**src/rtl/warp_issue_queue_pkg.sv**
```systemverilog
// Shared constants for the warp bundle issue queue.
// Bundles are opaque here; the real bundle width comes from the decode/issue defines.
package warp_issue_queue_pkg;

  localparam int unsigned BundleWDefault = 64;
  localparam int unsigned DepthDefault   = 8;
  // Decode always delivers bundles in pairs.
  localparam int unsigned PairSize       = 2;

endpackage

```
**src/rtl/warp_issue_queue.sv**
```systemverilog
// Bundle FIFO between decode (writes pairs) and issue (reads up to two oldest entries).
// Head entries are combinational reads of the array; there is no enqueue bypass.
module warp_issue_queue
  import warp_issue_queue_pkg::*;
#(
  parameter int unsigned BUNDLE_W = BundleWDefault,
  parameter int unsigned DEPTH    = DepthDefault
) (
  input  logic                i_clk,
  input  logic                i_rst,
  input  logic                i_flush,
  output logic                o_input_ready,
  input  logic                i_input_valid,
  input  logic [BUNDLE_W-1:0] i_bundle0,
  input  logic [BUNDLE_W-1:0] i_bundle1,
  output logic [BUNDLE_W-1:0] o_bundle0,
  output logic [BUNDLE_W-1:0] o_bundle1,
  output logic                o_bundle0_valid,
  output logic                o_bundle1_valid,
  input  logic                i_dispatch0,
  input  logic                i_dispatch1
);

  localparam int unsigned PtrW = $clog2(DEPTH);

  typedef logic [PtrW-1:0] ptr_t;
  typedef logic [PtrW:0]   cnt_t;

  logic [BUNDLE_W-1:0] mem_q [DEPTH];
  ptr_t rd_ptr_q, rd_ptr_d;
  ptr_t wr_ptr_q, wr_ptr_d;
  cnt_t count_q, count_d;

  ptr_t rd_ptr_p1;
  ptr_t wr_ptr_p1;
  logic enq;
  logic deq0;
  logic deq1;
  logic bad_dispatch;

  assign rd_ptr_p1 = rd_ptr_q + ptr_t'(1);
  assign wr_ptr_p1 = wr_ptr_q + ptr_t'(1);

  // Ready looks only at the registered count, so issue never combinationally gates decode.
  assign o_input_ready = (count_q <= cnt_t'(DEPTH - PairSize));

  assign o_bundle0       = mem_q[rd_ptr_q];
  assign o_bundle1       = mem_q[rd_ptr_p1];
  assign o_bundle0_valid = (count_q >= cnt_t'(1));
  assign o_bundle1_valid = (count_q >= cnt_t'(2));

  assign enq  = i_input_valid && o_input_ready && !i_flush && !i_rst;
  assign deq0 = i_dispatch0 && o_bundle0_valid;
  assign deq1 = i_dispatch1 && deq0 && o_bundle1_valid;

  assign bad_dispatch = (i_dispatch1 && !i_dispatch0) ||
                        (i_dispatch0 && !o_bundle0_valid) ||
                        (i_dispatch1 && !o_bundle1_valid);

  always_comb begin
    rd_ptr_d = rd_ptr_q;
    wr_ptr_d = wr_ptr_q;
    count_d  = count_q;
    if (i_flush) begin
      rd_ptr_d = '0;
      wr_ptr_d = '0;
      count_d  = '0;
    end else begin
      if (enq) begin
        wr_ptr_d = wr_ptr_q + ptr_t'(PairSize);
      end
      rd_ptr_d = rd_ptr_q + ptr_t'(deq0) + ptr_t'(deq1);
      count_d  = count_q + (enq ? cnt_t'(PairSize) : cnt_t'(0)) - cnt_t'(deq0) - cnt_t'(deq1);
    end
  end

  always_ff @(posedge i_clk) begin
    if (i_rst) begin
      rd_ptr_q <= '0;
      wr_ptr_q <= '0;
      count_q  <= '0;
    end else begin
      rd_ptr_q <= rd_ptr_d;
      wr_ptr_q <= wr_ptr_d;
      count_q  <= count_d;
    end
  end

  // Storage is deliberately not reset; valids mask stale contents.
  always_ff @(posedge i_clk) begin
    if (enq) begin
      mem_q[wr_ptr_q]  <= i_bundle0;
      mem_q[wr_ptr_p1] <= i_bundle1;
    end
  end

  // Illegal dispatch patterns are ignored by the datapath but reported in simulation.
  always_ff @(posedge i_clk) begin
    if (!i_rst && !i_flush) begin
      assert (!bad_dispatch)
      else $warning("warp_issue_queue: dispatch on invalid slot or dispatch1 without dispatch0");
    end
  end

endmodule

```
**config.mk**
```make
export PLATFORM = sky130hd
export DESIGN_NAME = warp_issue_queue
export DESIGN_NICKNAME = d
export VERILOG_FILES = /design/src/rtl/warp_issue_queue_pkg.sv /design/src/rtl/warp_issue_queue.sv
export SDC_FILE = /design/constraint.sdc
export NUM_CORES = 1
export LEC_CHECK = 0
export BUFFER_PORTS_ARGS = -buffer_cell sky130_fd_sc_hd__buf_4
export CELL_PAD_IN_SITES_DETAIL_PLACEMENT = 0
export CELL_PAD_IN_SITES_GLOBAL_PLACEMENT = 1
export CORE_MARGIN = 2
export CORE_UTILIZATION = 25
export CTS_CLUSTER_SIZE = 14
export DETAILED_ROUTE_END_ITERATION = 16
export MAX_ROUTING_LAYER = met4
export PLACE_DENSITY = 0.58
export SLEW_MARGIN = 15
export SYNTH_ARGS = -nofsm -noshare
export SYNTH_HDL_FRONTEND = slang
export SYNTH_SLANG_ARGS = --single-unit
export TNS_END_PERCENT = 1
```
**constraint.sdc**
```tcl
create_clock -name i_clk -period 4.9 [get_ports i_clk]
set_clock_uncertainty 0.15 [all_clocks]
set_input_delay 0.245 -clock i_clk [delete_from_list [all_inputs] [get_ports i_clk]]
set_output_delay 0.245 -clock i_clk [all_outputs]
set_load 0.05 [all_outputs]
```
==> key figures, run 1 <==
Drt
  – Routed Wire Length: 57.77 mm
  – DRT Pass-1 Iters: 6
  – DRC: 0
  – DR WL/cell: 20.94 um
  – Final ANT Viol Nets: 0
  – Starting DRT DRC Count: 684
  – Via count: 12.44k
  – Via density: 4.510

Synthesis
  – Yosys cell types: 28
  – Cells after synthesis: 1,035
  – Ys Warns: 0
  – Cell Area, Synth: 23,710 um2
  – Synthesized Nets: 1,185
  – Post-synthesis average cell area: 22.91 um2
  – Sequential element share of the synthesized area: 65.60%
  – Synth Register Bits: 521

Power
  – Clock share of power: 32.8%
  – Comb power frac: 29.9%
  – Net Sw Power: 4.255 mW
  – Switching Fraction: 31.17%
  – P_int: 9.397 mW
  – Sequential cell fraction of total power: 37.3%
  – Pwr per Cell Area: 446.4 nW/um2
  – Lkg Pwr: 9.740 nW
  – VDD IR max: 332.2 uV

Final layout
  – Layout fillers: 9,040
  – Area growth, synth to finish: 28.98%
  – Post-Route Utilization: 32.67%
  – Fraction of layout cells with a size suffix above 1: 51.23%
  – Layout Nets: 1,601

Clock tree
  – CTS Buf Count: 60
  – Resized Gates After CTS: 0
  – # clock sinks: 521
  – CTS root buf: clkbuf_16
  – Total number of H-tree levels: 2
  – CTS Buffer Depth: 3
  – Clock-pin slew on the worst setup and hold paths: 0.06 ns
  – CTS tree: done
  – Clk Latency, worst-skew pair: 0.62 ns

Global routing
  – Gr ovfl total: 0
  – First-pass GRT wire length: 87.09 mm
  – Number of global-route vias before repair: 14.02k
  – Largest net degree at the start of global routing: 125
  – Initial antenna violation count: 4
  – Gr usage total: 12.19%

Setup path
  – Crit path max fanout: 36
  – Arrival time at the worst endpoint: 3.26 ns
  – Crit start category: flip-flop
  – Worst Path Required: 4.51 ns
  – WS Path Type: reg -> out
  – Crit. End Element: output port

Job
  – Max Cap Viol: 0

Floorplanning
  – Io pins: 265
  – Die Y: 312.0 um
  – Core ar.: 93,610 um2
  – Total die area: 97,320 um2
  – Initial Util: 25.33%
  – # rows: 112
  – Die Wd: 312.0 um

STA
  – Final hold vios: 0
  – RSZ-0062 raised after global routing: false
  – Fmax: 0.2734 GHz
  – Final period util: 74.66%
  – Total Neg Setup Slack: 0 ns
  – Measured slew at the worst slew-check pin: 1.047 ns
  – Slew HR: 30.20%
  – Tmin final: 3.658 ns
  – Max Transition Viols Final: 0
  – Setup-failing EPs final: 0

Placed design
  – Detailed Place HPWL: 36.80 mm
  – I/O Buffers: 264
  – Placer congestion estimate: 0.7326

Status
  – Status: finished, final reports clean

Worst hold path
  – Min-delay worst type: in -> reg
per-stage QoR:
stage | cell area, um2 | setup WS, ns | instances | power [mW] | hold slack (ns)
after floorplan | 23710 | 0.1368 | 1035 | 8.139 | 0.1716
after global placement | 27260 | 1.847 | 2511 | 9.210 | 0.2958
after detailed placement | 27260 | 1.798 | 2511 | 9.230 | 0.2973
after CTS | 30570 | 1.091 | 2755 | 13.90 | 0.01978
after global routing | 30580 | 1.060 | 2759 | 14.22 | 0.05694
final | 30580 | 1.242 | 2759 | 13.65 | 0.07317
flip-flops by register name (all words and copies together), names as in the netlist:
register / count
count_q: 4
mem_q: 512
rd_ptr_q: 3
wr_ptr_q: 2
layout make-up:
type                       count  area, um2  area share (%)
antenna                        4      10.01         0.03273
tap                         1254       1569           5.131
timing repair buffer         425       3671           12.00
sequential                   521      15570           50.90
multi-input combinational    435       7742           25.32
inverter                       8      30.03         0.09819
clock inverter                43      415.4           1.358
clock buffer                  69       1578           5.159
worst max-delay path, cell delays in order, from the launching register on:
cell and delay, ns:
dfxtp_4 0.62, ha_4 0.70, buf_4 0.41, mux4_1 0.39, mux2_2 0.29, buf_4 0.19
power by group through the flow:
stage               sequential, mW  combinational [mW]  clock (mW)
CTS                           5.09                4.15        4.65
detailed placement            5.19                4.04           0
floorplan                     5.16                2.98           0
global route                  5.11                4.31        4.81
global placement              5.18                4.03           0
finish                        5.09                4.08        4.48
routing by layer:
layer / global-route usage (%) / share of wire, % / vias to the layer above
li1: - / - / 5400
met4: 3.234 / 2.0 / 0
met1: 13.78 / 40 / 6718
met5: - / 0 / -
met3: 2.641 / 4.3 / 76
met2: 21.75 / 54 / 248
cells by family after synthesis:
family                   share of synthesized area (%)
AND/OR/NAND/NOR                                 0.5857
buffers and inverters                            1.926
multiplexers                                     30.71
XOR/XNOR                                        0.1795
AO/OA/AOI/OAI                                  0.08444
adder cells (fa/ha/maj)                         0.9077
flip-flops                                       65.60
timing repair:
action	CTS	global route
buffers inserted	0	0
hold buffers	132	0
hold endpoints to repair	521	0
synth_stat cells:
cell / count / area [um2]
buf_4: 1 / 7.510
xor2_2: 1 / 16.27
nor3_1: 3 / 15.01
edfxtp_1: 512 / 15370
mux4_2: 244 / 5495
buf_1: 7 / 26.28
buf_2: 40 / 200.2
nor3b_2: 1 / 12.51
mux2i_1: 3 / 30.03
dfxtp_1: 9 / 180.2
mux2_2: 128 / 1441
nand2_1: 6 / 22.52
clkbuf_1: 10 / 37.54
ha_1: 14 / 175.2
a21boi_0: 1 / 7.510
nor2_1: 2 / 7.510
mux4_1: 12 / 315.3
buf_6: 12 / 135.1
and3_1: 6 / 37.54
a21o_1: 1 / 7.510
fa_1: 2 / 40.04
and2_1: 4 / 25.02
xnor2_1: 3 / 26.28
inv_1: 8 / 30.03
or3_1: 1 / 6.260
nand2b_1: 2 / 12.51
a21oi_1: 1 / 5.000
buf_12: 1 / 20.02
cells in the final DEF, fill, tap and decap left out:
master	Yosys	routed
a21o_1	1	1
fa_1	2	2
inv_8	0	1
clkinvlp_4	0	4
xor2_4	0	1
clkbuf_16	0	62
nand2_1	6	6
buf_4	1	281
clkinv_8	0	1
clkinv_2	0	16
ha_4	0	1
nand2b_1	2	2
and3_4	0	4
and3_1	6	2
mux4_2	244	244
clkinv_1	0	11
a21boi_0	1	1
mux2_2	128	128
ha_1	14	13
inv_1	8	8
buf_12	1	12
dfxtp_1	9	6
nor2_1	2	2
nor3b_2	1	1
bufinv_16	0	7
mux4_1	12	12
and2_1	4	4
inv_6	0	1
clkinv_4	0	2
dfxtp_4	0	3
clkbuf_1	10	7
or3_1	1	1
nor3_1	3	3
dlygate4sd3_1	0	132
edfxtp_1	512	512
diode_2	0	4
a21oi_1	1	1
mux2i_1	3	3
xnor2_1	3	3
final timing paths:
check | start | end | slack (ns) | cells after the start
hold / removal | i_dispatch0 | rd_ptr_q[0]$_SDFF_PP0_ | 0.07 | 4
hold reg to reg | wr_ptr_q[2]$_SDFFE_PP0P_ | wr_ptr_q[2]$_SDFFE_PP0P_ | 0.36 | 2
setup / recovery | rd_ptr_q[0]$_SDFF_PP0_ | o_bundle1[26] | 1.24 | 5
setup reg to reg | count_q[3]$_SDFF_PP0_ | mem_q[4][21]$_DFFE_PP_ | 1.95 | 6
No activity file was read; power rests on OpenSTA's default activity.
==> run 2: changes to the inputs <==
- clock period: 4.9 -> 3 ns (I/O delays scaled with it)
==> key figures, run 2 (synthesis gave the netlist of run 1 again) <==
STA
  – Measured slew at the worst slew-check pin: 0.6312 ns (-0.4158 ns)
  – Tmin final: 2.958 ns
  – Final period util: 98.61%
  – RSZ-0062 raised after global routing: true
  – Setup-failing EPs final: 0 (unchanged)
  – Worst Setup Slack, final: 0.04156 ns (-1.200 ns)
  – Total Neg Setup Slack: 0 ns (unchanged)
  – Final hold vios: 0 (unchanged)
  – Max Transition Viols Final: 0 (unchanged)
  – Slew HR: 57.92% (+28 points)
  – Fmax: 0.3380 GHz

Clock tree
  – Total number of H-tree levels: 2 (unchanged)
  – CTS tree: done
  – CTS Buffer Depth: 3 (unchanged)
  – Clk Latency, worst-skew pair: 0.62 ns (about the same)
  – Clock-pin slew on the worst setup and hold paths: 0.06 ns (about the same)
  – CTS Buf Count: 58 (-3.3%)
  – # clock sinks: 521 (unchanged)
  – CTS root buf: clkbuf_16

Setup path
  – WS Path Type: reg -> out
  – Worst Path Required: 2.70 ns (-1.81 ns)
  – CP max stage cell: mux4_2
  – Crit path cell chain: ha_4 > buf_16 > mux4_2 > mux2_2 > buf_4
  – Slowest stage delay, CP: 0.52 ns (-0.18 ns)
  – Arrival time at the worst endpoint: 2.66 ns (-0.60 ns)
  – WP buf/inv: 2 (unchanged)
  – Crit start category: flip-flop
  – Crit path max fanout: 15 (-58%)
  – Crit. End Element: output port
  – CP top delay family: multiplexers

Global routing
  – Initial antenna violation count: 2 (-2)
  – Largest net degree at the start of global routing: 67 (-46%)
  – Number of global-route vias before repair: 14.43k (+2.9%)
  – Gr ovfl total: 0 (unchanged)
  – Gr usage total: 12.39% (+0.19 points)
  – First-pass GRT wire length: 89.16 mm (+2.4%)

Final layout
  – Largest registers: mem_q: 512 flops, count_q: 4 flops, rd_ptr_q: 3 flops
  – Most frequent cells in the layout: 512 x edfxtp_1, 244 x mux4_2, 224 x buf_4
  – Area growth, synth to finish: 33.78%
  – Biggest register: mem_q
  – Layout fillers: 8,912 (-1.4%)
  – Fraction of layout cells with a size suffix above 1: 52.27% (+1.0 points)
  – Max reg flops: 512 (unchanged)
  – Most common cell after layout, fill and taps aside: edfxtp_1
  – Post-Route Utilization: 33.89% (+1.2 points)
  – Layout Nets: 1,640 (+2.4%)

Floorplanning
  – Initial Util: 25.33% (unchanged)
  – Total die area: 97,320 um2 (unchanged)
  – Die Wd: 312.0 um (unchanged)
  – Io pins: 265 (unchanged)
  – # rows: 112 (unchanged)
  – Die Y: 312.0 um (unchanged)
  – Core ar.: 93,610 um2 (unchanged)

Placed design
  – Detailed Place HPWL: 37.05 mm (+0.68%)
  – Pre-CTS setup slack: 0.2368 ns (-1.561 ns)
  – Placer congestion estimate: 0.7359 (+0.45%)
  – I/O Buffers: 264 (unchanged)

Power
  – P_int: 16.16 mW (+72%)
  – VDD IR max: 489.2 uV (+47%)
  – Clock share of power: 32.3% (-0.5 points)
  – Switching Fraction: 30.45% (-0.72 points)
  – Sequential cell fraction of total power: 35.6% (-1.7 points)
  – Comb power frac: 32.0% (+2.1 points)
  – Lkg Pwr: 10.24 nW (+5.2%)
  – Tot Pwr: 23.24 mW (+70%)
  – Pwr per Cell Area: 732.5 nW/um2 (+64%)
  – Net Sw Power: 7.075 mW (+66%)

Drt
  – DR WL/cell: 21.01 um (+0.35%)
  – Via count: 12.58k (+1.1%)
  – DRT Pass-1 Iters: 4 (-2)
  – Routed Wire Length: 58.75 mm (+1.7%)
  – DRC: 0 (unchanged)
  – Via density: 4.501 (-0.20%)
  – Final ANT Viol Nets: 0 (unchanged)
  – Starting DRT DRC Count: 743 (+8.6%)

Job
  – Max Cap Viol: 0 (unchanged)

Worst hold path
  – Min-delay worst type: in -> reg

Status
  – Status: finished, final reports clean
[run 2: cell count changes in the layout (fill, tap and decap cells not counted), sizes merged]
cell / change
clkinv: -10
dlygate4sd3: +2
clkinvlp: -1
bufinv: +3
inv: +1
clkbuf: +5
buf: +34
diode: -2
bufbuf: +5
[run 2: power groups by stage]
stage	Clock, mW	Sequential (mW)	Combinational (mW)
after global routing	8.03	8.30	7.85
after floorplan	0	8.41	4.88
final	7.51	8.28	7.44
after CTS	7.73	8.28	7.36
after detailed placement	0	8.43	6.75
after global placement	0	8.42	6.73
[run 2: per-stage QoR]
step / cells / cell area, um2 / hold slack (ns)
global route: 2796 / 31720 / 0.08901
detailed placement: 2542 / 27690 / 0.2044
finish: 2796 / 31720 / 0.1194
global placement: 2542 / 27690 / 0.2006
floorplan: 1035 / 23720 / 0.07662
CTS: 2794 / 31440 / 0.06264
[run 2: path summary, 6_finish.rpt]
check	from	slack (ns)	end	cells after the start
hold reg to reg	wr_ptr_q[2]$_SDFFE_PP0P_	0.37	wr_ptr_q[2]$_SDFFE_PP0P_	2
hold / removal	i_bundle1[49]	0.12	mem_q[5][49]$_DFFE_PP_	2
setup / recovery	rd_ptr_q[0]$_SDFF_PP0_	0.04	o_bundle1[62]	5
setup reg to reg	count_q[2]$_SDFF_PP0_	0.25	count_q[3]$_SDFF_PP0_	12
[run 2: repair_timing]
item,in CTS,in global routing
endpoints found under the hold margin,521,0
buffers inserted,2,0
cloned,6,0
hold buffers,134,0
setup endpoints to repair,76,78
gates resized for setup,35,71
[run 2: cell type report]
type / count / area [um2] / area share, %
tap: 1254 / 1569 / 4.946
antenna: 2 / 5.005 / 0.01578
sequential: 521 / 15570 / 49.07
timing repair buffer: 466 / 4708 / 14.84
multi-input combinational: 435 / 7794 / 24.57
inverter: 8 / 30.03 / 0.09467
clock inverter: 36 / 452.9 / 1.428
clock buffer: 74 / 1595 / 5.029
[run 2: metal layers]
layer | vias up | track usage [%] | wire length, um
met5 | - | - | 0
met4 | 0 | 3.300 | 1202
met3 | 91 | 2.322 | 2631
met2 | 264 | 22.22 | 31320
met1 | 6735 | 14.13 | 23590
li1 | 5494 | - | -
==> run 3: changes to the inputs <==
- CORE_MARGIN: 2 -> 1.5
- HOLD_SLACK_MARGIN: default -> 0.06
==> key figures, run 3 (synthesis gave the netlist of run 1 again) <==
Clock tree
  – CTS tree: done
  – Total number of H-tree levels: 2 (unchanged)
  – CTS Buf Count: 59 (+1.7%)
  – Clk Latency, worst-skew pair: 0.61 ns (about the same)
  – CTS Buffer Depth: 3 (unchanged)
  – Clock-pin slew on the worst setup and hold paths: 0.06 ns (about the same)
  – CTS root buf: clkbuf_16
  – # clock sinks: 521 (unchanged)

Drt
  – DRT Pass-1 Iters: 5 (+1)
  – Via density: 4.425 (-1.7%)
  – DR WL/cell: 20.23 um (-3.7%)
  – Via count: 12.45k (-1.1%)
  – Routed Wire Length: 56.93 mm (-3.1%)
  – Starting DRT DRC Count: 658 (-11%)
  – DRC: 0 (unchanged)
  – Final ANT Viol Nets: 0 (unchanged)

Floorplanning
  – # rows: 112 (unchanged)
  – Core ar.: 93,610 um2 (unchanged)
  – Die Wd: 311.0 um (-0.32%)
  – Die Y: 311.0 um (-0.32%)
  – Initial Util: 25.33% (unchanged)
  – Io pins: 265 (unchanged)
  – Total die area: 96,700 um2 (-0.64%)

Setup path
  – WS Path Type: reg -> out
  – CP Capture Point: o_bundle1[45]
  – Crit path max fanout: 29 (+14)
  – Arrival time at the worst endpoint: 2.64 ns (-0.02 ns)
  – Critical Path Start: rd_ptr_q[0]$_SDFF_PP0_
  – Crit start category: flip-flop
  – Cells on worst reg2reg path: 12 (unchanged)
  – R2r endpoint: count_q[3]$_SDFF_PP0_
  – FF-to-FF setup slack: 0.24 ns (about the same)
  – Worst R2R Start: count_q[2]$_SDFF_PP0_
  – Worst Path Required: 2.70 ns (about the same)
  – Crit. End Element: output port

STA
  – Setup-failing EPs final: 0 (unchanged)
  – RSZ-0062 raised after global routing: true
  – Hold slack: 0.1308 ns (+0.01140 ns)
  – Measured slew at the worst slew-check pin: 0.4501 ns (-0.1811 ns)
  – Final period util: 97.94% (-0.67 points)
  – Fmax: 0.3403 GHz (+0.69%)
  – Worst Setup Slack, final: 0.06171 ns (+0.02015 ns)
  – Slew HR: 69.99% (+12 points)
  – Max Transition Viols Final: 0 (unchanged)
  – Tmin final: 2.938 ns (-0.02015 ns)
  – Final hold vios: 0 (unchanged)

Final layout
  – Largest registers: mem_q: 512 flops, count_q: 4 flops, rd_ptr_q: 3 flops
  – Fraction of layout cells with a size suffix above 1: 52.70% (+0.42 points)
  – Fin area: 31,520 um2 (-0.64%)
  – Biggest register: mem_q
  – Max reg flops: 512 (unchanged)
  – Most common cell after layout, fill and taps aside: edfxtp_1
  – Layout Nets: 1,660 (+1.2%)
  – Post-Route Utilization: 33.67% (-0.22 points)
  – Non-Filler Instances: 2,814 (+0.64%)
  – Area growth, synth to finish: 32.93%
  – Most frequent cells in the layout: 512 x edfxtp_1, 268 x buf_4, 244 x mux4_2

Global routing
  – Gr ovfl total: 0 (unchanged)
  – Initial antenna violation count: 2 (unchanged)
  – First-pass GRT wire length: 85.83 mm (-3.7%)
  – Gr usage total: 11.99% (-0.40 points)
  – Largest net degree at the start of global routing: 61 (-9.0%)
  – Number of global-route vias before repair: 14.20k (-1.5%)

Placed design
  – Detailed Place HPWL: 37.64 mm (+1.6%)
  – Area after DPL: 27,860 um2 (+0.61%)
  – Pre-CTS setup slack: 0.2342 ns (-0.002624 ns)
  – Placer congestion estimate: 0.7509 (+2.0%)
  – Placed Cells: 2,561 (+0.75%)
  – I/O Buffers: 264 (unchanged)

Worst hold path
  – Min-delay worst type: in -> reg
  – Hold Crit Start: i_bundle1[53]

Power
  – Lkg Pwr: 10.21 nW (-0.34%)
  – VDD IR max: 459.5 uV (-6.1%)
  – Pwr per Cell Area: 716.1 nW/um2 (-2.2%)

Job
  – Max Cap Viol: 0 (unchanged)

Status
  – Status: finished, final reports clean
-- run 3: timing repair --
action | CTS | global route
setup endpoints to repair | 86 | 59
gates cloned | 0 | 2
pin swaps | 0 | 1
endpoints found under the hold margin | 521 | 0
hold buffers | 134 | 0
gates resized for setup | 1 | 66
setup buffers | 4 | 2
-- run 3: layer usage --
metal | GRT usage, % | wire length, um | vias up
met1 | 13.89 | 23140 | 6621
met3 | 2.313 | 2528 | 71
met5 | - | 0 | -
li1 | - | - | 5513
met4 | 3.259 | 1224 | 0
met2 | 21.14 | 30040 | 246
-- run 3: power by group --
part	total [mW]	switching [mW]	internal (mW)
Clock	7.10	2.82	4.28
Sequential	8.28	0.0850	8.19
Combinational	7.19	3.99	3.20
Total	22.6	6.89	15.7
-- run 3: how the worst min path moves through the flow --
stage / slack (ns) / cells past startpoint / endpoint
6_report: 0.13 / 2 / mem_q[7][53]$_DFFE_PP_
5_1_grt: 0.09 / 2 / mem_q[1][51]$_DFFE_PP_
4_1_cts: 0.07 / 2 / mem_q[3][53]$_DFFE_PP_
3_5_place_dp: 0.20 / 1 / mem_q[0][12]$_DFFE_PP_
3_3_place_gp: 0.20 / 1 / mem_q[5][0]$_DFFE_PP_
2_1_floorplan: 0.08 / 1 / count_q[0]$_SDFF_PP0_
-- run 3: metrics by stage --
step,setup TNS [ns],power [mW]
after floorplan,-158.67,13.29
after global placement,0,15.17
after detailed placement,0,15.20
after CTS,-2.807,22.59
after global routing,-0.2891,23.50
final,0,22.57
-- run 3: critical path, stage by stage (launching register included) --
cell and delay [ns]:
dfxtp_4 0.37, buf_12 0.14, ha_4 0.30, buf_12 0.14, buf_16 0.19, mux4_2 0.35
mux2_2 0.32, buf_6 0.16
-- run 3: area by class of cell --
cell class                 count  area (um2)
timing repair buffer         485        4629
multi-input combinational    435        7794
fill                        8917       62090
antenna                        2       5.005
sequential                   521       15570
clock buffer                  71        1564
inverter                       8       30.03
tap                         1254        1569
clock inverter                38       360.3
